[src/rtl/spi_glue_if.sv]
// SPI-slave-facing and sample-stream signals of spi_glue, bundled for a single port.
// The slave modport is the glue's view; the master modport is the driving side.
interface spi_glue_if;
    logic       spi_cs_i;
    logic       spi_octet_i;
    logic [7:0] spi_rx_i;
    logic [7:0] spi_tx_o;
    logic [7:0] sample_o;
    logic       sample_valid_o;
    logic       sample_ready_i;

    modport slave (
        input  spi_cs_i, spi_octet_i, spi_rx_i, sample_ready_i,
        output spi_tx_o, sample_o, sample_valid_o
    );

    modport master (
        output spi_cs_i, spi_octet_i, spi_rx_i, sample_ready_i,
        input  spi_tx_o, sample_o, sample_valid_o
    );
endinterface

[src/rtl/spi_glue.sv]
// Command/data front end behind the SPI slave: register bank, sample FIFO and MISO byte source.
// Optional error counter at 0x7E is built when SPI_GLUE_ERRCNT_EN is defined.
module spi_glue #(
    parameter int NREG        = 8,
    parameter int FIFO_DEPTH  = 16,
    parameter int SYNC_STAGES = 2
) (
    input  logic              clk_i,
    input  logic              rst_n_i,
    spi_glue_if.slave         bus,
    output logic [NREG*8-1:0] regs_o
);
    localparam int AW = $clog2(FIFO_DEPTH);
    localparam int CW = AW + 1;
    localparam logic [6:0] ADDR_FIFO = 7'h40;
    localparam logic [6:0] ADDR_STAT = 7'h7F;
`ifdef SPI_GLUE_ERRCNT_EN
    localparam logic [6:0] ADDR_ERR  = 7'h7E;
`endif

    typedef enum logic [1:0] {IDLE, CMD, DATA} state_e;

    logic [SYNC_STAGES-1:0] cs_sync_q, oct_sync_q;
    logic [7:0]             rx_sync_q [SYNC_STAGES];
    logic                   oct_d1_q;
    logic                   cs_s, oct_s, byte_evt;
    logic [7:0]             rx_s;

    always_ff @(posedge clk_i or negedge rst_n_i) begin
        if (!rst_n_i) begin
            cs_sync_q  <= '0;
            oct_sync_q <= '0;
            oct_d1_q   <= 1'b0;
        end else begin
            cs_sync_q  <= {cs_sync_q[SYNC_STAGES-2:0], bus.spi_cs_i};
            oct_sync_q <= {oct_sync_q[SYNC_STAGES-2:0], bus.spi_octet_i};
            oct_d1_q   <= oct_s;
        end
    end

    always_ff @(posedge clk_i) begin
        rx_sync_q[0] <= bus.spi_rx_i;
        for (int i = 1; i < SYNC_STAGES; i++) rx_sync_q[i] <= rx_sync_q[i-1];
    end

    assign cs_s     = cs_sync_q[SYNC_STAGES-1];
    assign oct_s    = oct_sync_q[SYNC_STAGES-1];
    assign rx_s     = rx_sync_q[SYNC_STAGES-1];
    assign byte_evt = oct_d1_q & ~oct_s;

    state_e     state_q, state_d;
    logic       armed_q;
    logic       rw_q, rw_d;
    logic [6:0] addr_q, addr_d;
    logic [7:0] tx_q, tx_d;
    logic [7:0] regs_q [NREG];
    logic       reg_we, push_req, ovf_clr;

    logic [7:0]    mem_q [FIFO_DEPTH];
    logic [AW-1:0] wp_q, rp_q, rp_d;
    logic [CW-1:0] cnt_q, cnt_d;
    logic [7:0]    head_q, head_d;
    logic          valid_q, ovf_q;
    logic          full, empty, pop_ok, push_ok, drop;
    logic [7:0]    status;

`ifdef SPI_GLUE_ERRCNT_EN
    logic [7:0] err_q;
    logic [7:0] rx_d1_q;
    logic       sck_seen_q, err_clr, cmd_abort;
`endif

    function automatic logic [3:0] sat_level(input logic [CW-1:0] c);
        return (int'(c) > 15) ? 4'hF : 4'(c);
    endfunction

    function automatic logic [7:0] sat_inc8(input logic [7:0] v);
        return (v == 8'hFF) ? v : v + 8'd1;
    endfunction

    assign full   = (cnt_q == CW'(FIFO_DEPTH));
    assign empty  = (cnt_q == '0);
    assign status = {full, empty, ovf_q, 1'b0, sat_level(cnt_q)};

    function automatic logic [7:0] rd_val(input logic [6:0] a);
        logic [7:0] v;
        v = 8'h00;
        for (int i = 0; i < NREG; i++) if (a == 7'(i)) v = regs_q[i];
        if (a == ADDR_STAT) v = status;
`ifdef SPI_GLUE_ERRCNT_EN
        if (a == ADDR_ERR) v = err_q;
`endif
        return v;
    endfunction

    // Leaving IDLE requires a synced CS high first, so a frame interrupted by reset is ignored.
    always_ff @(posedge clk_i or negedge rst_n_i) begin
        if (!rst_n_i) begin
            state_q <= IDLE;
            armed_q <= 1'b0;
        end else begin
            state_q <= state_d;
            if (cs_s) armed_q <= 1'b1;
        end
    end

    always_comb begin
        state_d = state_q;
        case (state_q)
            IDLE:    if (armed_q && !cs_s) state_d = CMD;
            CMD:     if (cs_s) state_d = IDLE;
                     else if (byte_evt) state_d = DATA;
            DATA:    if (cs_s) state_d = IDLE;
            default: state_d = IDLE;
        endcase
    end

    always_comb begin
        addr_d   = addr_q;
        rw_d     = rw_q;
        tx_d     = tx_q;
        reg_we   = 1'b0;
        push_req = 1'b0;
        ovf_clr  = 1'b0;
`ifdef SPI_GLUE_ERRCNT_EN
        err_clr  = 1'b0;
`endif
        if (!cs_s && byte_evt) begin
            if (state_q == CMD) begin
                rw_d   = rx_s[7];
                addr_d = rx_s[6:0];
                tx_d   = rd_val(rx_s[6:0]);
            end else if (state_q == DATA) begin
                if (rw_q) begin
                    reg_we   = (int'(addr_q) < NREG);
                    push_req = (addr_q == ADDR_FIFO);
`ifdef SPI_GLUE_ERRCNT_EN
                    err_clr  = (addr_q == ADDR_ERR);
`endif
                end else begin
                    ovf_clr = (addr_q == ADDR_STAT);
                end
                if (addr_q != ADDR_FIFO) addr_d = addr_q + 7'd1;
                tx_d = rd_val(addr_d);
            end
        end
        if (state_d != DATA) tx_d = 8'hA5;
    end

    always_ff @(posedge clk_i or negedge rst_n_i) begin
        if (!rst_n_i) begin
            rw_q   <= 1'b0;
            addr_q <= '0;
            tx_q   <= 8'hA5;
            for (int i = 0; i < NREG; i++) regs_q[i] <= '0;
        end else begin
            rw_q   <= rw_d;
            addr_q <= addr_d;
            tx_q   <= tx_d;
            for (int i = 0; i < NREG; i++)
                if (reg_we && addr_q == 7'(i)) regs_q[i] <= rx_s;
        end
    end

    for (genvar g = 0; g < NREG; g++) begin : g_flat
        assign regs_o[8*g +: 8] = regs_q[g];
    end

    // A push into a full FIFO still lands when the same cycle pops a slot free.
    assign pop_ok  = valid_q & bus.sample_ready_i;
    assign push_ok = push_req & (~full | pop_ok);
    assign drop    = push_req & full & ~pop_ok;
    assign rp_d    = pop_ok ? rp_q + AW'(1) : rp_q;

    always_comb begin
        cnt_d = cnt_q;
        if (push_ok && !pop_ok)      cnt_d = cnt_q + CW'(1);
        else if (!push_ok && pop_ok) cnt_d = cnt_q - CW'(1);
        head_d = (push_ok && wp_q == rp_d) ? rx_s : mem_q[rp_d];
    end

    always_ff @(posedge clk_i) begin
        if (push_ok) mem_q[wp_q] <= rx_s;
    end

    always_ff @(posedge clk_i or negedge rst_n_i) begin
        if (!rst_n_i) begin
            wp_q    <= '0;
            rp_q    <= '0;
            cnt_q   <= '0;
            head_q  <= '0;
            valid_q <= 1'b0;
            ovf_q   <= 1'b0;
        end else begin
            if (push_ok) wp_q <= wp_q + AW'(1);
            rp_q    <= rp_d;
            cnt_q   <= cnt_d;
            valid_q <= (cnt_d != '0);
            if (cnt_d != '0) head_q <= head_d;
            if (drop) ovf_q <= 1'b1;
            else if (ovf_clr) ovf_q <= 1'b0;
        end
    end

`ifdef SPI_GLUE_ERRCNT_EN
    // Receive-byte movement stands in for SCK activity when judging an aborted command.
    assign cmd_abort = (state_q == CMD) & cs_s & sck_seen_q;

    always_ff @(posedge clk_i) begin
        rx_d1_q <= rx_s;
    end

    always_ff @(posedge clk_i or negedge rst_n_i) begin
        if (!rst_n_i) begin
            err_q      <= '0;
            sck_seen_q <= 1'b0;
        end else begin
            if (state_q != CMD) sck_seen_q <= 1'b0;
            else if (rx_s != rx_d1_q || (oct_s && !oct_d1_q)) sck_seen_q <= 1'b1;
            if (err_clr) err_q <= '0;
            else if (drop || cmd_abort) err_q <= sat_inc8(err_q);
        end
    end
`endif

    assign bus.spi_tx_o       = tx_q;
    assign bus.sample_o       = head_q;
    assign bus.sample_valid_o = valid_q;
endmodule

[src/flat_wrapper.sv]
// flat-port wrapper written by rule: the top's interface ports become plain ports
module spi_glue_flat 
#(
    parameter int NREG        = 8,
    parameter int FIFO_DEPTH  = 16,
    parameter int SYNC_STAGES = 2
)
  (clk_i, rst_n_i, regs_o, bus_spi_cs_i, bus_spi_octet_i, bus_spi_rx_i, bus_sample_ready_i, bus_spi_tx_o, bus_sample_o, bus_sample_valid_o);
  spi_glue_if bus_i ();
  input  logic clk_i;
  input  logic rst_n_i;
  output logic [NREG*8-1:0] regs_o;
  input wire logic [$bits(bus_i.spi_cs_i)-1:0] bus_spi_cs_i;
  input wire logic [$bits(bus_i.spi_octet_i)-1:0] bus_spi_octet_i;
  input wire logic [$bits(bus_i.spi_rx_i)-1:0] bus_spi_rx_i;
  input wire logic [$bits(bus_i.sample_ready_i)-1:0] bus_sample_ready_i;
  output wire logic [$bits(bus_i.spi_tx_o)-1:0] bus_spi_tx_o;
  output wire logic [$bits(bus_i.sample_o)-1:0] bus_sample_o;
  output wire logic [$bits(bus_i.sample_valid_o)-1:0] bus_sample_valid_o;
  assign bus_i.spi_cs_i = bus_spi_cs_i;
  assign bus_i.spi_octet_i = bus_spi_octet_i;
  assign bus_i.spi_rx_i = bus_spi_rx_i;
  assign bus_i.sample_ready_i = bus_sample_ready_i;
  assign bus_spi_tx_o = bus_i.spi_tx_o;
  assign bus_sample_o = bus_i.sample_o;
  assign bus_sample_valid_o = bus_i.sample_valid_o;
  spi_glue #(.NREG(NREG), .FIFO_DEPTH(FIFO_DEPTH), .SYNC_STAGES(SYNC_STAGES)) u_core (.clk_i(clk_i), .rst_n_i(rst_n_i), .bus(bus_i), .regs_o(regs_o));
endmodule
[config.mk]
export PLATFORM = sky130hd
export DESIGN_NAME = spi_glue_flat
export DESIGN_NICKNAME = d
export VERILOG_FILES = /design/src/rtl/spi_glue_if.sv /design/src/rtl/spi_glue.sv /design/src/flat_wrapper.sv
export SDC_FILE = /design/constraint.sdc
export NUM_CORES = 1
export LEC_CHECK = 0
export BUFFER_PORTS_ARGS = -buffer_cell sky130_fd_sc_hd__clkbuf_2
export CAP_MARGIN = 20
export CORE_UTILIZATION = 45
export DETAILED_ROUTE_END_ITERATION = 16
export PLACE_DENSITY_LB_ADDON = 0.3
export SLEW_MARGIN = 30
export SYNTH_ARGS = -nofsm -noshare
export SYNTH_HDL_FRONTEND = slang
export SYNTH_SLANG_ARGS = --single-unit
[constraint.sdc]
create_clock -name clk_i -period 4.15 [get_ports clk_i]
set_clock_uncertainty 0.05 [all_clocks]
set_input_delay 0.2075 -clock clk_i [delete_from_list [all_inputs] [get_ports clk_i]]
set_output_delay 0.2075 -clock clk_i [all_outputs]
set_load 0.005 [all_outputs]
Word-level counts from Yosys, hierarchy flattened
Memory sizes are Yosys's and may differ from the RTL's. A register that Yosys moved wholly into a read port is not among the register bits.
Cells that the tools add are included.
{ "op_classes": {"n_reduce_logical": 29, "magnitude_cmp": 2, "n_bitwise": 9, "n_addsub": 5, "n_eq_ne": 30, "muxes": 53} }
{ "op_table": {"columns": ["op", "count"], "rows": [
  ["two-way mux 8 bit", 22],
  ["equality test 7 x 3 -> 1 bit (second input constant)", 12],
  ["equality test 7 x 2 -> 1 bit (second input constant)", 6],
  ["two-way mux 7 bit", 6],
  ["equality test 7 bit (second input constant)", 4],
  ["equality test 7 x 1 -> 1 bit (second input constant)", 3],
  ["logical NOT 7 bit", 3],
  ["two-way mux 1 bit", 16],
  ["logical AND 1 bit", 12],
  ["two-way mux 5 bit", 2],
  ["adder 4 x 1 -> 4 bit (second input constant)", 2],
  ["two-way mux 2 bit", 4],
  ["two-way mux 4 bit", 2],
  ["adder 7 x 1 -> 7 bit (second input constant)", 1],
  ["< comparator 7 x 4 -> 1 bit (second input constant)", 1],
  ["inequality test 7 bit (second input constant)", 1],
  ["one-hot mux 2 bit (3 select lines)", 1],
  ["AND reduction 2 bit", 3],
  ["nonzero test 2 bit", 3],
  ["adder 5 x 1 -> 5 bit (second input constant)", 1],
  ["bitwise AND 1 bit", 5],
  ["equality test 5 bit (second input constant)", 1],
  ["greater-than comparator 5 x 4 -> 1 bit (second input constant)", 1],
  ["logical NOT 5 bit", 1],
  ["other kinds (10)", 15]
]} }
{ "word_totals": {"ff_bits": 103, "word_cells": 151, "n_memories": 2, "ramBits": 144} }
{ "mem_list": {"columns": ["memory", "depth", "word_bits", "read_ports", "rd_ports_with_merged_regs", "wr", "line", "text"], "rows": [
  ["u_core.mem_q", 16, 8, 1, 1, 1, "spi_glue.sv:59", "logic [7:0] mem_q [FIFO_DEPTH];"],
  ["u_core.rx_sync_q", 2, 8, 2, 0, 2, "spi_glue.sv:24", "logic [7:0] rx_sync_q [SYNC_STAGES];"]
]} }

Longest topological paths before layout
{ "depth": {"ltp_word": 19, "ltp_mapped": 12} }

Worst setup path after synthesis
Ideal clock, no wire load.
{ "synth_path": {"path_kind": "reg-to-reg", "from": "register u_core.addr_q[0]", "to": "memory u_core.mem_q[3][0], enable pin", "period_less_slack_ps": 2885, "setup_ps": 383, "t_arrival_ps": 2451, "slack_ps": 1265, "stages_incl_launch_ff": 9, "path_cell_list": "dfrtp_1 -> clkbuf_1 -> inv_1 -> ha_1 -> and3b_1 -> nand2_1 -> a311oi_4 -> nand2_1 -> nor3_1"} }
{ "synth_via": {"elab_chain_cells": 8} }
{ "synth_lines": {"columns": ["item", "line", "text"], "rows": [
  ["from (decl)", "spi_glue.sv:54", "logic [6:0] addr_q, addr_d;"],
  ["from (signal assigned)", "spi_glue.sv:158", "addr_q <= addr_d;"],
  ["equality test 7 bit", "spi_glue.sv:136", "push_req = (addr_q == ADDR_FIFO);"],
  ["two-way mux 1 bit", "spi_glue.sv:134", "if (rw_q) begin"],
  ["two-way mux 1 bit", "spi_glue.sv:133", "end else if (state_q == DATA) begin"],
  ["two-way mux 1 bit", "spi_glue.sv:129", "if (state_q == CMD) begin"],
  ["two-way mux 1 bit", "spi_glue.sv:128", "if (!cs_s && byte_evt) begin"],
  ["bitwise AND 1 bit", "spi_glue.sv:171", "assign push_ok = push_req & (~full | pop_ok);"],
  ["two-way mux 1 bit", "spi_glue.sv:183", "if (push_ok) mem_q[wp_q] <= rx_s;"],
  ["two-way mux 1 bit (implied by the code)", "spi_glue.sv:183", null],
  ["to (decl)", "spi_glue.sv:59", null]
]} }
No other way between the ends.

Final worst setup path
{ "layout_path": {"from": "register u_core.addr_q[0]", "to": "memory u_core.mem_q[8][7], enable pin"} }
Same word-level chain as after synthesis.

==> metrics <==
outcome=complete, no violations; Clock Pin Slew Worst Setup and Hold Paths=0.07 ns; max cap viols=0; DIE AREA=31,200 um^2; EDFF count, synth=128; Setup violations, final=0; hold path depth=4; die outline height=177 um; multi-input combinational cell area=6160 um^2; Worst Hold Class=input port to flip-flop; PostCTS Resize Cnt=0; post-synthesis instance total=1,271; clk sinks=255; number of CTS-inserted buffers=27; P&R area growth vs syn=13.1%; post-synthesis sequential area ratio=0.507; #FFs+latches synth=255; Yosys top cell area share=0.280; CTS HTree Levels=1; Data arrival, critical path=3.51 ns; Root Driver=clkbuf_16; grt ovf=0; Worst-Margin Slew=1.05 ns; peak supply drop=323 uV; first-pass GRT wire length=62,800 um; # fillers=2,643; Pleak=6.09 nW; # DRC=0; total track usage=0.266; setup TNS=0 ns; Worst EP required=4.28 ns; max_slew headroom=0.300; initial antenna violation count=0; most frequent cells in the layout=edfxtp_1, dfrtp_1, clkbuf_2, nand2_1, o21ai_0; synthesized area per cell=10.8 um^2; Routed WL per cell=23.7 um; CP Capture Type=flip-flop; n_diodes=0; Final WS setup=0.765 ns; fmax=295 MHz; Die Span X=177 um; floorplan row count=63; synth warn=0; min Tclk post-route=3.39 ns; routed wire length=41,700 um; asr flop ratio synth=0.435; Final nets=1,375; Setup WS pre-CTS=0.870 ns; via/cell ratio=6.29; initial core utilization=0.460; commonest non-fill, non-tap cell in the layout=edfxtp_1; DR pass1 iterations=5; Main synth FF type=edfxtp_1; clock insertion delay at the later pin of the skew report=0.56 ns; CTS tree=yes; critical path type=flip-flop to flip-flop; RSZ-0062 raised after global routing=false; post-synthesis net count=1,300; number of library cell types mapped by synthesis=85; CP max FO=11; via count=11,100; DRT antenna net count=0; register area=6950 um^2; Setup crit start kind=flip-flop; Initial DRC Count=1,180; deepest clock path buffer count=3; HPWL Detailed=29,200 um; fin. max-slew vios=0; Synth Cell Area=13,700 um^2; largest net degree at the start of global routing=65; Pwr Density=564 nW/um^2; top cell type by total area after synthesis=edfxtp_1; Final Hold Viols=0; layout cells sized above 1=0.196; Port-buffer cells=93; boundary pin count=94; vias in the first global route=10,300; GPL Wtd Cong=0.976; final worst-path cycle share=0.816; core area=29,800 um^2; top post-synthesis cells by area=edfxtp_1, dfrtp_1, mux2i_1, mux2_2, o21ai_0; Reg2Reg Depth=7
## per-stage QoR
stage | instance area (um^2) | cells | util | hold slack, ns | total power, mW
2_1_floorplan | 13700 | 1271 | - | -0.138 | 5.54
3_3_place_gp | 14500 | 1696 | 0.488 | 0.260 | 6.34
3_5_place_dp | 14500 | 1696 | 0.488 | 0.261 | 6.40
4_1_cts | 15500 | 1757 | 0.520 | 0.178 | 8.73
5_1_grt | 15500 | 1757 | 0.520 | 0.244 | 9.18
6_report | 15500 | 1757 | 0.520 | 0.209 | 8.74
## logic make-up after synthesis
group | synth area share
AND/OR/NAND/NOR | 0.145
flip-flops | 0.507
adder cells (fa/ha/maj) | 0.0146
buffers and inverters | 0.0443
AO/OA/AOI/OAI | 0.174
XOR/XNOR | 0.00831
multiplexers | 0.107
## final cells by class
class	count	share of cell area
Inverter	45	0.0109
Multi-Input combinational cell	872	0.397
Clock buffer	38	0.0503
Clock inverter	12	0.00452
Tap cell	390	0.0315
Timing Repair Buffer	145	0.0571
Sequential cell	255	0.448
## worst paths after layout
kind	start	to	slack, ns
max in group asynchronous	rst_n_i	u_core.bus.spi_tx_o[7]	2.87
min in group asynchronous	rst_n_i	u_core.regs_o[44]	0.24
worst max-delay path	u_core.addr_q[0]	u_core.mem_q[8][7]	0.76
worst min register to register	u_core.rx_sync_q[0][2]	u_core.rx_sync_q[0][10]	0.28
worst max register to register	u_core.addr_q[0]	u_core.mem_q[8][7]	0.76
worst min-delay path	bus_sample_ready_i	u_core.rp_q[2]	0.21
## what timing repair did
item / CTS / global route
hold endpoints to repair: 72 / 0
setup buffers: 0 / 0
hold buffers: 11 / 0
## cell usage after synthesis (6+ instances only)
cell,n
edfxtp_1,128
dfrtp_1,107
nand2_1,87
o21ai_0,85
mux2i_1,75
nor2_1,66
clkbuf_1,60
mux2_2,50
inv_1,43
a21oi_1,39
nand3_1,37
nor3_1,34
a22oi_1,32
buf_2,26
nor2b_1,26
o22ai_1,23
a211oi_1,20
or4_1,19
a21o_1,18
dfxtp_1,16
ha_1,16
a31oi_1,15
a221oi_1,14
nand2b_1,12
nor4_1,12
and2_1,11
o2111ai_1,11
o41ai_1,10
xnor2_1,10
a2111oi_0,9
o21a_1,9
a211o_1,8
and3b_1,8
buf_1,8
nor3b_1,8
a41oi_1,7
mux4_2,7
o221ai_1,6
or2_2,6
## critical path: stages (launching register included)
cell,delay (ns)
dfrtp_1,0.51
inv_1,0.17
ha_1,0.23
and3b_1,0.25
nand2_1,0.23
a311oi_4,0.47
nand2_1,0.23
nor2_1,0.84
## sequential cells by signal, indices dropped and copies added (netlist names)
name                       count
u_core.addr_q                  7
u_core.armed_q                 1
u_core.bus.sample_o            8
u_core.bus.sample_valid_o      1
u_core.bus.spi_tx_o            8
u_core.cnt_q                   5
u_core.cs_sync_q               2
u_core.mem_q                 128
u_core.oct_d1_q                1
u_core.oct_sync_q              2
u_core.ovf_q                   1
u_core.regs_o                 64
u_core.rp_q                    4
u_core.rw_q                    1
u_core.rx_sync_q              16
u_core.state_q                 2
u_core.wp_q                    4
## routing by layer
layer | global-route usage | vias up | routed length [um]
li1 | - | 4989 | -
met1 | 0.380 | 5496 | 18100
met2 | 0.415 | 487 | 19000
met3 | 0.0373 | 83 | 3330
met4 | 0.0841 | 0 | 1230
met5 | 0 | - | 0
## power by group
group          internal, mW  leakage, nW  switching (mW)
Sequential             2.80         2.72           0.245
Clock                  1.31        0.423            1.01
Combinational          1.34         2.95            2.04
Power figures use the tool's default switching activity.
